### src/rtl/mem_sweep_ctrl.sv
// Row sequencer for a wide vector memory: streams a block of rows through a
// fixed-latency datapath and optionally writes each result row back.
module mem_sweep_ctrl #(
  parameter int element_width = 32,
  parameter int no_of_units   = 8,
  parameter int address_width = 20,
  parameter int DP_LATENCY    = 4
) (
  input  logic                     clk,
  input  logic                     rst_n,
  input  logic                     start,
  input  logic [address_width-1:0] base_read_address,
  input  logic [address_width-1:0] base_write_address,
  input  logic [address_width-1:0] length,
  input  logic                     writeback_en,
  input  logic                     hold,
  output logic [address_width-1:0] mem_read_address,
  output logic                     dp_in_valid,
  output logic                     mem_write_enable,
  output logic [address_width-1:0] mem_write_address,
  output logic                     busy,
  output logic                     finish
);

  typedef enum logic [1:0] {IDLE, ISSUE, DRAIN, DONE} state_t;

  state_t                   state_reg;
  logic [address_width-1:0] base_rd_reg;
  logic [address_width-1:0] base_wr_reg;
  logic [address_width-1:0] length_reg;
  logic [address_width-1:0] rcnt_reg;
  logic [address_width-1:0] wcnt_reg;
  logic                     wb_reg;
  logic [DP_LATENCY-1:0]    pipe_reg;
  logic                     issue;
  logic                     last_row;
  logic                     pipe_low_busy;

  if (DP_LATENCY < 1) begin : g_bad_latency
    $error("mem_sweep_ctrl: DP_LATENCY must be at least 1");
  end
  if (element_width * no_of_units < 1) begin : g_bad_row
    $error("mem_sweep_ctrl: row width must be non-zero");
  end

  assign issue    = (state_reg == ISSUE) && !hold;
  assign last_row = (rcnt_reg == length_reg - address_width'(1));

  // Valid pipe mirrors the datapath; pipe_low_busy is set while any result
  // other than the one in the final stage is still in flight.
  if (DP_LATENCY == 1) begin : g_pipe_single
    always_ff @(posedge clk or negedge rst_n) begin
      if (!rst_n) pipe_reg <= '0;
      else        pipe_reg <= issue;
    end
    assign pipe_low_busy = 1'b0;
  end else begin : g_pipe_multi
    always_ff @(posedge clk or negedge rst_n) begin
      if (!rst_n) pipe_reg <= '0;
      else        pipe_reg <= {pipe_reg[DP_LATENCY-2:0], issue};
    end
    assign pipe_low_busy = |pipe_reg[DP_LATENCY-2:0];
  end

  assign mem_read_address  = base_rd_reg + rcnt_reg;
  assign dp_in_valid       = issue;
  assign mem_write_enable  = pipe_reg[DP_LATENCY-1] & wb_reg;
  assign mem_write_address = base_wr_reg + wcnt_reg;
  assign busy              = (state_reg != IDLE);
  assign finish            = (state_reg == DONE);

  always_ff @(posedge clk or negedge rst_n) begin
    if (!rst_n) begin
      state_reg   <= IDLE;
      base_rd_reg <= '0;
      base_wr_reg <= '0;
      length_reg  <= '0;
      rcnt_reg    <= '0;
      wcnt_reg    <= '0;
      wb_reg      <= 1'b0;
    end else begin
      if (mem_write_enable) wcnt_reg <= wcnt_reg + address_width'(1);
      case (state_reg)
        IDLE: begin
          if (start) begin
            wb_reg     <= writeback_en;
            length_reg <= length;
            // An empty sweep leaves the address registers alone so the read
            // address keeps showing the previous row.
            if (length != '0) begin
              base_rd_reg <= base_read_address;
              base_wr_reg <= base_write_address;
              rcnt_reg    <= '0;
              wcnt_reg    <= '0;
              state_reg   <= ISSUE;
            end else begin
              state_reg <= DONE;
            end
          end
        end
        ISSUE: begin
          if (!hold) begin
            if (last_row) state_reg <= DRAIN;
            else          rcnt_reg  <= rcnt_reg + address_width'(1);
          end
        end
        DRAIN: begin
          if (!pipe_low_busy) state_reg <= DONE;
        end
        DONE: begin
          state_reg <= IDLE;
        end
        default: state_reg <= IDLE;
      endcase
    end
  end

endmodule
### config.mk
export PLATFORM = sky130hd
export DESIGN_NAME = mem_sweep_ctrl
export DESIGN_NICKNAME = d
export VERILOG_FILES = /design/src/rtl/mem_sweep_ctrl.sv
export SDC_FILE = /design/constraint.sdc
export NUM_CORES = 1
export LEC_CHECK = 0
export CAP_MARGIN = 20
export CORE_ASPECT_RATIO = 1.5
export CORE_MARGIN = 4
export CORE_UTILIZATION = 31
export CTS_BUF_LIST = sky130_fd_sc_hd__clkbuf_16
export DETAILED_ROUTE_END_ITERATION = 10
export GPL_ROUTABILITY_DRIVEN = 0
export GPL_TIMING_DRIVEN = 0
export PLACE_DENSITY = 0.57
export SYNTH_ARGS = -nofsm -noshare
export SYNTH_HDL_FRONTEND = slang
export SYNTH_SLANG_ARGS = --single-unit
### constraint.sdc
create_clock -name clk -period 5.6 [get_ports clk]
set_input_delay 0.56 -clock clk [delete_from_list [all_inputs] [get_ports clk]]
set_output_delay 0.56 -clock clk [all_outputs]
set_load 0.005 [all_outputs]
Word-level counts from Yosys, hierarchy flattened
Cells that the tools add are included.

word-level totals
  register bits after elaboration = 107
  input bits = 65
  output and inout port bits = 44
  word-level logic and storage cells = 50

cells by class
  $add $sub $neg = 5
  equal/unequal tests = 10
  mux-type cells = 15
  bitwise logic cells = 1
  reduce and logical (&&, ||, !) cells = 11

operator list
  cell                                                 count
  two-way mux 20 bit                                   8
  adder 20 x 1 -> 20 bit (second input constant)       2
  adder 20 bit                                         2
  case mux 20 bit (2 select lines)                     1
  == test 20 bit                                       1
  nonzero test 20 bit                                  1
  subtractor 20 x 1 -> 20 bit (second input constant)  1
  inequality test 2 bit (second input constant)        6
  two-way mux 2 bit                                    5
  case mux 2 bit (4 select lines)                      1
  AND reduction 5 bit                                  1
  == test 2 bit (second input constant)                2
  AND reduction 4 bit                                  1
  nonzero test 2 bit                                   2
  AND reduction 3 bit                                  1
  OR reduction 3 bit                                   1
  == test 2 x 1 -> 1 bit (second input constant)       1
  logical NOT 2 bit                                    1
  AND reduction 2 bit                                  1
  bitwise AND 1 bit                                    1
  logical AND 1 bit                                    1
  logical NOT 1 bit                                    1

Depth between registers and ports, before layout
  depth after elaboration = 5
  mapped depth = 13
  mapped depth without buffers = 12

Worst setup path before layout
Ideal clock, no wire load.

  kind = register to output
  start point = reg wcnt_reg[0]
  end point = out mem_write_address[18]
  arrival time = 2430 ps
  data required time = 5040 ps
  setup slack = 2610 ps
  stages on the path, launching flop included = 13
  cell sequence = dfrtp_1 -> ha_1 -> inv_1 -> fa_1 -> nor2b_1 -> or3_1 -> a21oi_1 -> o21ai_0 -> a21bo_2 -> nor2b_1 -> o311ai_0 -> a21oi_1 -> xnor2_1

on the way
  longest elaborated chain between the ends = 1

ends and longest elaborated chain
  what                      line  RTL
  start: declaration        32    logic [address_width-1:0] wcnt_reg;
  start signal: assignment  82    if (mem_write_enable) wcnt_reg <= wcnt_reg + address_width'(1);
  adder 20 bit              68    assign mem_write_address = base_wr_reg + wcnt_reg;
  end: declaration          20    output logic [address_width-1:0] mem_write_address,

No other way between the ends.

Final worst setup path
Same ends and word-level chain as after synthesis.

==> flow_metrics.tcl <==
set metrics [dict create \
    rsz0062_at_grt "false" \
    total_power_mw 3.80 \
    drt_iter0_drc 230 \
    fp.dieW_um 131 \
    postCtsHoldBufs 0 \
    port_buffers 108 \
    num-fill-cells 2239 \
    p_leak_nw 3.98 \
    syn_area_per_cell_um2 8.95 \
    dpl_worst_slack_ns 1.38 \
    synth_top_family_by_area "simple AND/OR/NAND/NOR gates" \
    start_util_pct 31.5 \
    seq_area_frac_synth_pct 38.1 \
    core_area_um2 22300 \
    h-tree-depth 3 \
    post-route-period-util_pct 79.6 \
    final_common_cell "nand2_1" \
    async_flop_share_pct 100 \
    ys_seq_elements 107 \
    cp.required_ns 5.04 \
    ant_nets 0 \
    grt_max_degree 60 \
    cts.sink_count 107 \
    grt_pass1_vias 5959 \
    synthXorXnorAreaFrac_pct 9.98 \
    dp_hpwl_um 15000 \
    clk-insertion-delay-late_ns 0.35 \
    syn_inst 784 \
    routed_via_density 4.98 \
    antenna_found_initial 0 \
    combPwrFrac_pct 48.7 \
    clk_pin_slew_ns 0.07 \
    cp-end-kind "output port" \
    final_cell_mix "nand2_1 (157), dfrtp_1 (107), clkdlybuf4s50_1 (107)" \
    synth_compound_area_share_pct 12.7 \
    finClkSkew_ns 0.00797 \
    rows 67 \
    p_switching_mw 1.44 \
    max_slew_margin_pct 40.8 \
    cts_tree "yes" \
    intPower_mw 2.36 \
    ys_warn_count 0 \
    wl_per_cell_um 15.8 \
    hold_viol 0 \
    synth_edf_count 0 \
    ctsLongestPathBuffers 2 \
    area_delta_synth_final_pct 25.3 \
    yosysUniqueCellTypes 67 \
    crit_type "flop to output port" \
    syn_area_um2 7020 \
    die-area_um2 25200 \
    dr.pass1.iters 4 \
    synthSimpleGateAreaFrac_pct 23.0 \
    worstPathMaxFanout 4 \
    cts_resized 0 \
    fp.dieH_um 192 \
    synth_fp_nets 897 \
    clock.fmax_ghz 0.224 \
    grt_pass1_wl_um 30100 \
    drive_above_1_share_pct 7.15 \
    whs_ns 0.126 \
    synthAdderAreaFrac_pct 8.77 \
    finalSetupViolCount 0 \
    switching_share_pct 37.8 \
    nNetsFinal 1017 \
    cp_data_arrival_time_ns 3.90 \
    dpl.cell_count 1169 \
    drv_slew 0 \
    gr-total-overflow 0 \
    power.density_nw_per_um2 432 \
    tightest_slew_ns 0.885 \
    synth-main-ff-cell "dfrtp_1" \
    p_seq_share_pct 33.1 \
    start_kind "flop" \
    layout.cells.non_filler 1185 \
    final_area_um2 8790 \
    fin_util_pct 39.4 \
    cts_setup_buffers 0 \
    num_antenna_cells 0 \
    wl_um 18700 \
    status "completed" \
    cts_buffers 9 \
    dpl-instance-area_um2 8480 \
    num_vias 5906 \
    root_buffer "clkbuf_16" \
    ir_worst_vdd_v 0.000153 \
    maxCapViolations 0 \
    hold_path.class "primary input to async pin" \
    period_needed_ns 4.46 \
    grt_use_total_pct 15.2 \
    drc 0 \
    io_pins 109 \
    clkPwrFrac_pct 18.1 \
    fin_ws_ns 1.14 \
    tns_ns 0 \
    synthMuxAreaShare_pct 4.38 \
]
[power groups by stage]
| stage | combinational, mW | clock, mW | sequential (mW) |
|---|---|---|---|
| floorplan | 1.16 | 0 | 1.19 |
| global placement | 1.85 | 0 | 1.28 |
| detailed placement | 1.88 | 0 | 1.28 |
| CTS | 1.88 | 0.715 | 1.27 |
| global route | 2.09 | 0.742 | 1.30 |
| finish | 1.85 | 0.688 | 1.26 |
[critical path, stage by stage (launching register included)]
cell,delay [ns]
dfrtp_1,0.42
ha_1,0.21
inv_1,0.06
fa_1,0.40
nor2b_1,0.15
or3_1,0.14
a21oi_1,0.08
o21ai_0,0.49
a21bo_2,0.24
nor2b_1,0.06
o311ai_0,0.42
a21oi_1,0.15
xnor2_1,0.18
clkdlybuf4s50_1,0.53
[area by class of cell]
cell class	instances	area [µm²]	share of cell area, %
inverters	23	86.3	0.982
flip-flops and latches	107	2680	30.4
repair buffers	109	1110	12.6
plain buffers	25	120	1.37
multi-input cells	629	4140	47.0
clock inverters	7	92.6	1.05
well taps	276	345	3.93
clock buffers	9	225	2.56
[Yosys cell counts, drive strengths merged (17+ instances only)]
library cell	count	area share, %
a21oi	40	2.9
and3	17	1.5
dfrtp	107	38
ha	46	8.2
inv	23	1.2
mux2	22	3.5
nand2	157	8.4
nor2	58	3.2
nor3	19	1.4
o21ai	25	1.8
xnor2	46	5.7
xor2	34	4.2
[path summary, 6_finish.rpt]
kind                                               endpoint                       from  depth (start not counted)  slack [ns]
min in group clk                      pipe_reg[1]$_DFF_PN0_      pipe_reg[0]$_DFF_PN0_                          0        0.39
worst max register to register      rcnt_reg[0]$_DFFE_PN0P_  length_reg[0]$_DFFE_PN0P_                         13        2.45
max in group asynchronous         length_reg[4]$_DFFE_PN0P_                      rst_n                          2        4.81
worst max-delay path                  mem_write_address[18]      wcnt_reg[0]$_DFF_PN0_                         13        1.14
worst min-delay path            base_rd_reg[13]$_DFFE_PN0P_                      rst_n                          1        0.13
worst min register to register        pipe_reg[1]$_DFF_PN0_      pipe_reg[0]$_DFF_PN0_                          0        0.39
[per-layer routing]
layer / vias up / GRT usage [%] / share of wire (%)
li1: 2988 / - / -
met1: 2795 / 15.8 / 38
met2: 92 / 30.1 / 57
met3: 31 / 2.33 / 2.5
met4: 0 / 5.38 / 2.4
met5: - / 0 / 0
[cell families after synthesis]
kind of cell / Yosys count
flops: 107
mux: 28
xor+xnor: 80
fa+ha+maj: 48
buf+inv: 48
simple gates: 337
compound gates: 136
Power figures use the tool's default switching activity.
